==> src/rtl/hazard_stall_unit.sv <==
// Hazard and stall unit for a 5-stage pipeline that also has a multi-cycle mul/div unit.
// It resolves three kinds of hazard:
//   - load-use hazards,
//   - read-after-write hazards against in-flight mul/div results, tracked by a scoreboard,
//   - structural hazards on the single mul/div unit.
// A taken branch/jump resolved in Execute overrides every stall, because the
// instruction in Decode is on the wrong path.
module hazard_stall_unit #(
  parameter int MD_LATENCY = 8
) (
  input  logic       clk,
  input  logic       rst,
  input  logic [4:0] rs1D,
  input  logic [4:0] rs2D,
  input  logic [4:0] rdD,
  input  logic       RegWriteD,
  input  logic       MulDivD,
  input  logic [4:0] rdE,
  input  logic       ResultSrcE0,
  input  logic       MulDivStartE,
  input  logic       PCSrcE,
  output logic       StallF,
  output logic       StallD,
  output logic       FlushD,
  output logic       FlushE,
  output logic       md_busy,
  output logic       md_wb_valid,
  output logic [4:0] md_wb_rd,
  output logic       md_err
);

  // The countdown starts at MD_LATENCY-1, so write-back lands MD_LATENCY cycles after the start.
  localparam logic [4:0] CNT_LOAD = 5'(MD_LATENCY - 1);

  typedef enum logic {
    S_IDLE = 1'b0,
    S_BUSY = 1'b1
  } state_t;

  state_t      r_state;
  state_t      w_state_next;
  logic [4:0]  r_cnt;
  logic [4:0]  r_md_rd;
  logic [31:0] r_pend;
  logic [31:0] w_pend_next;
  logic        r_err;

  logic        w_start_ok;
  logic        w_start_err;
  logic        w_done;
  logic        w_lw_stall;
  logic        w_sb_stall;
  logic        w_start_stall;
  logic        w_struct_stall;
  logic        w_stall;

  // A start is accepted only in IDLE. A start that arrives while BUSY is flagged as an error and dropped.
  assign w_start_ok  = MulDivStartE & (r_state == S_IDLE);
  assign w_start_err = MulDivStartE & (r_state == S_BUSY);
  assign w_done      = (r_state == S_BUSY) & (r_cnt == 5'd0);

  // FSM state register
  always_ff @(posedge clk or posedge rst) begin
    if (rst) begin
      r_state <= S_IDLE;
    end else begin
      r_state <= w_state_next;
    end
  end

  // FSM next-state logic
  always_comb begin
    w_state_next = r_state;
    case (r_state)
      S_IDLE: begin
        if (MulDivStartE) begin
          w_state_next = S_BUSY;
        end else begin
          w_state_next = S_IDLE;
        end
      end
      S_BUSY: begin
        if (r_cnt == 5'd0) begin
          w_state_next = S_IDLE;
        end else begin
          w_state_next = S_BUSY;
        end
      end
      default: w_state_next = S_IDLE;
    endcase
  end

  // FSM outputs; the write-back fields are decoded from registered state only
  always_comb begin
    md_busy     = 1'b0;
    md_wb_valid = 1'b0;
    md_wb_rd    = 5'd0;
    case (r_state)
      S_IDLE: begin
        md_busy     = 1'b0;
        md_wb_valid = 1'b0;
        md_wb_rd    = 5'd0;
      end
      S_BUSY: begin
        md_busy = 1'b1;
        if (r_cnt == 5'd0) begin
          md_wb_valid = 1'b1;
          md_wb_rd    = r_md_rd;
        end else begin
          md_wb_valid = 1'b0;
          md_wb_rd    = 5'd0;
        end
      end
      default: begin
        md_busy     = 1'b0;
        md_wb_valid = 1'b0;
        md_wb_rd    = 5'd0;
      end
    endcase
  end

  // Latency countdown: load it on an accepted start, then decrement while BUSY
  always_ff @(posedge clk or posedge rst) begin
    if (rst) begin
      r_cnt <= 5'd0;
    end else if (w_start_ok) begin
      r_cnt <= CNT_LOAD;
    end else if ((r_state == S_BUSY) && (r_cnt != 5'd0)) begin
      r_cnt <= r_cnt - 5'd1;
    end else begin
      r_cnt <= r_cnt;
    end
  end

  // Capture the destination register of the accepted mul/div
  always_ff @(posedge clk or posedge rst) begin
    if (rst) begin
      r_md_rd <= 5'd0;
    end else if (w_start_ok) begin
      r_md_rd <= rdE;
    end else begin
      r_md_rd <= r_md_rd;
    end
  end

  // Scoreboard update: set the bit on an accepted start, clear it on write-back; x0 is never pending
  always_comb begin
    w_pend_next = r_pend;
    if (w_done) begin
      w_pend_next[r_md_rd] = 1'b0;
    end else if (w_start_ok && (rdE != 5'd0)) begin
      w_pend_next[rdE] = 1'b1;
    end else begin
      w_pend_next = r_pend;
    end
    w_pend_next[0] = 1'b0;
  end

  // Scoreboard register
  always_ff @(posedge clk or posedge rst) begin
    if (rst) begin
      r_pend <= 32'd0;
    end else begin
      r_pend <= w_pend_next;
    end
  end

  // Sticky protocol-error flag; only reset clears it
  always_ff @(posedge clk or posedge rst) begin
    if (rst) begin
      r_err <= 1'b0;
    end else if (w_start_err) begin
      r_err <= 1'b1;
    end else begin
      r_err <= r_err;
    end
  end

  assign md_err = r_err;

  // Hazard detection, and a taken branch overriding every stall term
  always_comb begin
    w_lw_stall     = ResultSrcE0 & (rdE != 5'd0) & ((rdE == rs1D) | (rdE == rs2D));
    w_sb_stall     = r_pend[rs1D] | r_pend[rs2D] | (RegWriteD & r_pend[rdD]);
    w_start_stall  = MulDivStartE & (rdE != 5'd0) &
                     ((rdE == rs1D) | (rdE == rs2D) | (RegWriteD & (rdE == rdD)));
    w_struct_stall = MulDivD & (md_busy | MulDivStartE);
    w_stall        = (w_lw_stall | w_sb_stall | w_start_stall | w_struct_stall) & ~PCSrcE;
    StallF         = w_stall;
    StallD         = w_stall;
    FlushE         = w_stall | PCSrcE;
    FlushD         = PCSrcE;
  end

endmodule

==> config.mk <==
export PLATFORM = sky130hd
export DESIGN_NAME = hazard_stall_unit
export DESIGN_NICKNAME = d
export VERILOG_FILES = /design/src/rtl/hazard_stall_unit.sv
export SDC_FILE = /design/constraint.sdc
export NUM_CORES = 1
export LEC_CHECK = 0
export CAP_MARGIN = 20
export CORE_MARGIN = 3
export CORE_UTILIZATION = 56
export DETAILED_ROUTE_END_ITERATION = 6
export PLACE_DENSITY_LB_ADDON = 0.3
export SLEW_MARGIN = 25
export SYNTH_ARGS = -nofsm -noshare
export SYNTH_HDL_FRONTEND = slang
export SYNTH_SLANG_ARGS = --single-unit
==> constraint.sdc <==
create_clock -name clk -period 2.7 [get_ports clk]
set_input_delay 0.405 -clock clk [delete_from_list [all_inputs] [get_ports clk]]
set_output_delay 0.405 -clock clk [all_outputs]
set_load 0.03 [all_outputs]
# Word-level counts from Yosys, hierarchy flattened
# Index checks and enable logic that the tools add are counted.
[op_classes]
add_sub_neg = 1
order_cmp = 7
eq_ne = 3
muxes = 22
bitwise_logic = 25
n_reduce_logical = 9
[ops]
columns = ["cell", "count"]
rows = [
  ["$mux 32", 2],
  ["$and 32x32->32", 1],
  ["$not 32->32", 1],
  ["$or 32x32->32", 1],
  ["$lt 5x6->1 const B", 5],
  ["$bmux 1 s5", 3],
  ["$eq 5x5->1", 3],
  ["$mux 5", 3],
  ["$and 1x1->1", 11],
  ["$demux 1 s5", 2],
  ["$ge 5x1->1 const B", 2],
  ["$pmux 5 s2", 1],
  ["$reduce_bool 5->1", 2],
  ["$or 1x1->1", 9],
  ["$mux 1", 8],
  ["$pmux 1 s2", 3],
  ["$logic_not 5->1", 1],
  ["$sub 5x1->5 const B", 1],
  ["$logic_and 1x1->1", 4],
  ["$reduce_bool 2->1", 2],
  ["$not 1->1", 2],
]
[totals]
reg_bits = 43
inputBits = 27
output_inout_bits = 12
elab_cells = 72

# Logic depth before layout (Yosys ltp)
# Gate-level depths: netlist of run 1.
[logic_depth]
ltp_word = 9
ltp_mapped = 9
depth_no_buf = 9

# Worst setup path before layout of run 1
# No wires, ideal clock.
[synth_path]
kind = "input-to-output"
from = "input port rs2D[2]"
to = "output port StallF"
arrival_ns = 2.372
required_ns = 2.295
setup_slack_ns = -0.077
path_stages = 8
n_path_buf = 2
path_cell_list = "buf_2 > inv_2 > a21oi_1 > mux4_2 > nor4b_2 > nor4_2 > a21oi_1 > buf_4"
[synth_between]
elab_chain_len = 8
elab_cells_between_ends = 13
classes_between = "eq/ne: 1; mux: 2; bitwise: 10"
[synth_rtl]
columns = ["element", "line", "rtl"]
rows = [
  ["start, declared", "14", "input logic [4:0] rs2D,"],
  ["$bmux 1 s5", "184", "w_sb_stall = r_pend[rs1D] | r_pend[rs2D] | (RegWriteD & r_pend[rdD]);"],
  ["$mux 1 (not written as such)", "184", ""],
  ["$or 1x1->1 (2 in a row)", "184", ""],
  ["$or 1x1->1", "188", "w_stall = (w_lw_stall | w_sb_stall | w_start_stall | w_struct_stall) & ~PCSrcE;"],
  ["$or 1x1->1 * (2 in a row)", "188", ""],
  ["$and 1x1->1 *", "188", ""],
  ["end, declared", "22", "output logic StallF,"],
]
# Mark *: on every way between the ends. The rest lies on a longest branch, timed or not. The select of a mux whose other input is x is not followed.

# Worst setup path after layout of run 1
[layout_path]
from = "input port rs1D[2]"
to = "output port FlushE"
[layout_between]
elab_chain_len = 9
elab_cells_between_ends = 14
classes_between = "eq/ne: 1; mux: 2; bitwise: 11"
[layout_rtl]
columns = ["element", "line", "rtl"]
rows = [
  ["start, declared", "13", "input logic [4:0] rs1D,"],
  ["$bmux 1 s5", "184", ""],
  ["$mux 1 (not written as such)", "184", ""],
  ["$or 1x1->1 (2 in a row)", "184", ""],
  ["$or 1x1->1", "188", ""],
  ["$or 1x1->1 * (2 in a row)", "188", ""],
  ["$and 1x1->1 *", "188", ""],
  ["$or 1x1->1 *", "191", "FlushE = w_stall | PCSrcE;"],
  ["end, declared", "25", "output logic FlushE,"],
]
# Marks and branches as above.

==> results of run 1 <==
[flip-flops by register name, indices dropped and copies added, names as in the netlist]
register and flops:
r_pend 31, r_cnt 5, r_md_rd 5, md_err 1, r_state 1
[synth_stat cells (5+ instances only)]
| cell | n |
|---|---|
| nor2_1 | 16 |
| o21ai_0 | 33 |
| xor2_1 | 10 |
| mux2i_1 | 12 |
| dfrtp_1 | 43 |
| a21oi_1 | 8 |
| a22o_1 | 12 |
| xnor2_1 | 6 |
| inv_1 | 12 |
| nor3_1 | 8 |
| clkbuf_1 | 13 |
| nand2b_1 | 5 |
| nand2_1 | 38 |
| and3_1 | 6 |
| mux2_2 | 6 |
| nor2b_1 | 5 |
| nand3_1 | 14 |
| nand3b_1 | 5 |
| o31ai_1 | 7 |
| mux4_2 | 17 |
[final timing paths]
check / end / cells after the start / slack, ns
worst max-delay path: FlushE / 8 / -0.02
worst min-delay path: md_err / 1 / 0.46
worst max register to register: r_pend[17] / 9 / 0.51
worst min register to register: md_err / 1 / 0.46
max in group asynchronous: r_pend[31] / 3 / 1.78
min in group asynchronous: r_pend[17] / 3 / 0.55
[what timing repair did]
item | CTS | global route
gates resized for setup | 40 | 10
setup buffers | 2 | 0
pin swaps | 5 | 2
cloned | 1 | 0
setup endpoints to repair | 9 | 5
hold buffers | 0 | 0
[power by group through the flow]
stage	Combinational [mW]	Sequential, mW	Clock (mW)
global placement	1.42	1.12	0
CTS	1.50	1.13	0.378
global route	1.65	1.17	0.400
detailed placement	1.46	1.14	0
floorplan	0.901	1.05	0
finish	1.52	1.14	0.370
[layout make-up]
class                           count  area share (%)
Inverter                           13           1.183
Clock buffer                        6           1.760
Timing Repair Buffer              106           22.88
Tap cell                           70           2.124
Sequential cell                    43           26.09
Multi-Input combinational cell    246           45.96
[cell families after synthesis]
logic type,count (synthesis)
AND/OR/NAND/NOR,115
AO/OA/AOI/OAI,79
flip-flops,43
buffers and inverters,37
multiplexers,35
XOR/XNOR,16
adder cells (fa/ha/maj),1
[layer usage]
metal,track usage (%),part of all wire [%],vias up
met2,56.95,49,222
li1,-,-,1383
met1,42.71,37,1502
met3,6.390,9.5,52
met5,0,0,-
met4,18.58,5.2,0
[stage by stage]
stage	cells	power, mW
floorplan	326	1.955
global placement	475	2.538
detailed placement	475	2.596
CTS	484	3.007
global route	484	3.221
finish	484	3.033
[critical path: stages]
cell             delay [ns]
clkdlybuf4s15_1        0.27
mux4_2                 0.58
a211oi_2               0.30
a31oi_1                0.07
a221oi_1               0.28
buf_4                  0.17
nand3b_1               0.08
buf_6                  0.15
==> metrics, run 1 <==
status=finished, violations left; failing checks=setup timing; Final Hold Viols=0; Synth Area in Adders=0.4047%; dpl ws=-0.9303 ns; diode count=0; Max Clk Rate=approximately 0.37 GHz; Die Y=around 80 um; Syn Inst Count=around 330; Area after DPL=3944 um^2; hold path startpoint=md_err; r2r startpoint=r_cnt[0]; wire length per cell=21.00 um; TNS Setup=-0.01657 ns; DPL Wire Length=between 7000 and 8000 um; Initial DRT Pass Iterations=6; CP Max Fanout=3; Clock power frac=roughly an eighth; ys async rst share=100.0%; CP endpoint kind=output pin; fin crit share=100.6%; PortBufs=38; CTS root buf=clkbuf_8; routability cong.=a little under 1; switching power=approximately 1.2 mW; Pwr Density=735.5 nW/um^2; antenna-violating nets left=0; tightest hold margin=around 0.46 ns; synthesis-stage register bit count=43; cell accounting for the most synthesized area=dfrtp_1; row count=26; CORE AREA=around 5200 um^2; Synth Area in XOR/XNOR=4.533%; Max-Cap Viols=0; number of fillers in the final layout=360; Synth Area in Compound Gates=16.67%; worst vdd ir=0.5683 mV; CP startpoint kind=input pin; Slew Limit Headroom=64.13%; CTS tree=yes; Syn. warnings=0; Combinational Power Share=50.1%; Area contributors post-synth=dfrtp_1, mux4_2, o21ai_0, nand2_1, mux2i_1; Die W=80.30 um; Slew @ Worst Pin=between 0.5 and 0.6 ns; main combinational cell family by area after synthesis=simple AND/OR/NAND/NOR gates; Clock Pin Slew Worst Setup and Hold Paths=0.07 ns; Hold Crit Class=register to register; Internal Power=1.812 mW; share of layout cells above drive strength 1=27.29%; remaining global-route overflow=0; Final Max Tran Viols=0; synthesis-to-finish area growth=33.39%; Switching Fraction=40.25%; GRT Overall Usage=34.51%; kind of critical path=input pin to output pin; average cell area after synthesis=9.484 um^2; Critical Path Source=rs1D[2]; vias in the first global route=3221; DRT iter0 DRCs=374; multi-input logic area=1896 um^2; crit path DAT=~2.3 ns; Inserted Clock Buffers=5; wire length of the first global-routing pass=16630 um; clk_skew=0.003713 ns; starting density of the core=59.03%; total area of sequential cells=1076 um^2; Most used DFF post-synth=dfrtp_1; vias=3159; Max Root-Sink Buffers=2; CTS Sinks=43; Synth Net Count=354; unrepaired setup endpoints after global routing=true; Seq/Total Area, Yosys=34.80%; Post-synth EDFFs=0; final net count=443; Flop pwr share=37.7%; Distinct cells, synth=48; routed vias/inst=6.527; number of remaining DRC errors=0; clk_lat worst skew=roughly 0.29 ns; Final WS setup=-0.01523 ns; Finished Cell Area=about 4100 um^2; share of the synthesized area in the top cell type=34.80%; Data required, critical path=approximately 2.3 ns; mux cell area share after synthesis=18.45%; commonest non-fill, non-tap cells in the layout=buf_4, dfrtp_1, nand2_1, o21ai_0, clkdlybuf4s50_1; Die Area=approximately 6400 um^2; I/O pin total=39; Mapped Area=3092 um^2; Static Leak=1.757 nW; initial antenna violation count=0; largest net degree at the start of global routing=44; Final Setup Violations=3; final WL=10160 um; H-Tree Level Count=2; minimum clock period=2.715 ns; post-synthesis simple-gate area fraction=between 10% and 20%; Final Core Density=78.74%; commonest non-fill, non-tap cell in the layout=buf_4
Power figures use the tool's default switching activity.
==> run 2, diff against run 1 <==
--- a/config.mk
+++ b/config.mk
@@ -7,8 +7,9 @@
 export LEC_CHECK = 0
 export CAP_MARGIN = 20
 export CORE_MARGIN = 3
-export CORE_UTILIZATION = 56
+export CORE_UTILIZATION = 60
 export DETAILED_ROUTE_END_ITERATION = 6
+export DONT_BUFFER_PORTS = 1
 export PLACE_DENSITY_LB_ADDON = 0.3
 export SLEW_MARGIN = 25
 export SYNTH_ARGS = -nofsm -noshare
==> run 2 against run 1 <==
Effect of this change: the run still ends with setup timing left; via count down 12%; sequential cell count unchanged; global-route usage down 3.4 points; final area down 19%; combinational power down 20%; sequential power about the same; worst hold slack worse by 0.39 ns; worst setup slack worse by 0.054 ns; maximum frequency down 1.9%; non-clock buffer count down 81.
==> metrics, run 2 (synthesis gave the netlist of run 1 again) <==
status=finished, violations left (unchanged); failing checks=setup timing (unchanged); Inserted Clock Buffers=5 (unchanged); CP startpoint kind=register (was input pin); wire length per cell=22.22 um (was 21.00 um); Final Max Tran Viols=0 (unchanged); minimum clock period=2.769 ns (was 2.715 ns); unrepaired setup endpoints after global routing=true (unchanged); worst vdd ir=0.6132 mV (was 0.5683 mV); Final Core Density=69.32% (was 78.74%); H-Tree Level Count=2 (unchanged); final net count=362 (was 443); CP Max Fanout=2 (was 3); registers with the most flip-flops=r_pend (31), r_cnt (5), r_md_rd (5) (unchanged); antenna-violating nets left=0 (unchanged); synthesis-to-finish area growth=8.701% (was 33.39%); routed vias/inst=6.920 (was 6.527); Die Area=6051 um^2 (was 6448 um^2); Initial DRT Pass Iterations=5 (was 6); clk_skew=0.007595 ns (was 0.003713 ns); Slew @ Worst Pin=0.9177 ns (was 0.5381 ns); # hold bufs at CTS=0 (unchanged); tightest hold margin=0.07057 ns (was 0.4641 ns); CORE AREA=4848 um^2 (was 5238 um^2); Die Y=77.79 um (was 80.30 um); PortBufs=0 (was 38); clk_lat worst skew=0.30 ns (was 0.29 ns); Flop pwr share=41.1% (was 37.7%); Final Setup Violations=3 (unchanged); fin crit share=102.6% (was 100.6%); wire length of the first global-routing pass=14440 um (was 16630 um); Internal Power=1.718 mW (was 1.812 mW); Clock Pin Slew Worst Setup and Hold Paths=0.09 ns (was 0.07 ns); vias in the first global route=2725 (was 3221); Die W=77.79 um (was 80.30 um); DPL Wire Length=6506 um (was 7815 um); switching power=1.120 mW (was 1.221 mW); GRT Overall Usage=31.08% (was 34.51%); Hold Crit Class=input pin to async pin (was register to register); DRT iter0 DRCs=244 (was 374); row count=25 (was 26); WL met3=932 um (was 964 um); number of fillers in the final layout=375 (was 360); diode count=0 (unchanged); Final Hold Viols=0 (unchanged); largest net degree at the start of global routing=27 (was 44); number of remaining DRC errors=0 (unchanged); Max Clk Rate=0.3611 GHz (was 0.3683 GHz); Max Root-Sink Buffers=2 (unchanged); crit path DAT=2.36 ns (was 2.31 ns); max reg flops=31 (unchanged); WL met1=3397 um (was 3738 um); CTS tree=yes (unchanged); remaining global-route overflow=0 (unchanged); Combinational Power Share=42.7% (was 50.1%); Pwr Density=844.6 nW/um^2 (was 735.5 nW/um^2); Clock power frac=16.2% (was 12.2%); I/O pin total=39 (unchanged); Static Leak=1.317 nW (was 1.757 nW); kind of critical path=register to output pin (was input pin to output pin); initial antenna violation count=0 (unchanged); starting density of the core=63.77% (was 59.03%); dpl ws=0.1714 ns (was -0.9303 ns); commonest non-fill, non-tap cell in the layout=dfrtp_1 (was buf_4); CTS Sinks=43 (unchanged); met2 routed WL=4196 um (was 4934 um); Data required, critical path=2.30 ns (about the same); multi-input logic area=1853 um^2 (was 1896 um^2); Most flops, register=r_pend (unchanged); Switching Fraction=39.47% (was 40.25%); Final WS setup=-0.06913 ns (was -0.01523 ns); CTS root buf=clkbuf_8 (unchanged); CP endpoint kind=output pin (unchanged); commonest non-fill, non-tap cells in the layout=dfrtp_1, nand2_1, o21ai_0, buf_4, mux4_2 (was buf_4, dfrtp_1, nand2_1, o21ai_0, clkdlybuf4s50_1); Slew Limit Headroom=38.44% (was 64.13%); routability cong.=0.9318 (was 0.9667); share of layout cells above drive strength 1=18.81% (was 27.29%); vias=2782 (was 3159); total area of sequential cells=1076 um^2 (unchanged); Top Metal Used=met4 (unchanged); Max-Cap Viols=0 (unchanged); final WL=8934 um (was 10160 um)
## run 2: worst paths after layout
check	to	cells after the start	from	slack, ns
max	FlushE	6	r_pend[18]	-0.07
min	r_pend[24]	1	rst	0.07
max reg2reg	r_pend[16]	8	r_cnt[0]	0.42
min reg2reg	r_cnt[0]	1	r_cnt[0]	0.54
max in group asynchronous	r_pend[14]	2	rst	1.98
min in group clk	r_pend[1]	1	rdE[1]	0.19
## run 2: repair_timing
item                       CTS  global route
buffers inserted            12             0
pin swaps                    1             0
resized for setup            4             0
setup endpoints to repair    3             3
## run 2: power groups by stage
stage               Clock (mW)  Sequential [mW]  Combinational, mW
CTS                      0.465             1.15               1.19
global placement             0             1.17               1.03
finish                   0.460             1.17               1.21
detailed placement           0             1.19               1.05
floorplan                    0             1.05              0.901
global route             0.492             1.20               1.32
## run 2: per-layer routing
metal / vias up / track usage (%)
li1: 1213 / -
met4: 0 / 15.48
met2: 191 / 48.97
met3: 41 / 6.729
met5: - / 0
met1: 1337 / 40.49
## run 2: worst max-delay path: stages, from the launching register on
cell      delay [ns]
dfrtp_1         0.39
mux4_2          0.49
mux4_2          0.47
a31o_1          0.26
nor4_4          0.17
nand3b_1        0.12
buf_6           0.16
## run 2: metrics by stage
stage                     TNS [ns]  cell area, um^2  instances  power, mW
final                      -0.1697             3361        402      2.838
after global routing       -0.3480             3361        402      3.014
after CTS                 -0.07910             3361        402      2.807
after detailed placement         0             3144        382      2.242
after global placement           0             3144        382      2.206
after floorplan                  0             3095        326      1.955
## run 2: area by class of cell
| class | instances | share of cell area [%] |
|---|---|---|
| inverter | 13 | 1.452 |
| timing repair buffer | 25 | 5.808 |
| clock buffer | 7 | 2.867 |
| sequential | 43 | 32.02 |
| clock inverter | 1 | 0.2234 |
| multi-input combinational | 246 | 55.14 |
| tap | 67 | 2.494 |
==> run 3, diff against run 2 <==
--- a/config.mk
+++ b/config.mk
@@ -7,9 +7,9 @@
 export LEC_CHECK = 0
 export CAP_MARGIN = 20
 export CORE_MARGIN = 3
-export CORE_UTILIZATION = 60
+export CORE_UTILIZATION = 56
+export CTS_CLUSTER_DIAMETER = 120
 export DETAILED_ROUTE_END_ITERATION = 6
-export DONT_BUFFER_PORTS = 1
 export PLACE_DENSITY_LB_ADDON = 0.3
 export SLEW_MARGIN = 25
 export SYNTH_ARGS = -nofsm -noshare
==> results of run 3 <==
Same layout as run 1: the final DEF is identical, and so are final timing and power.
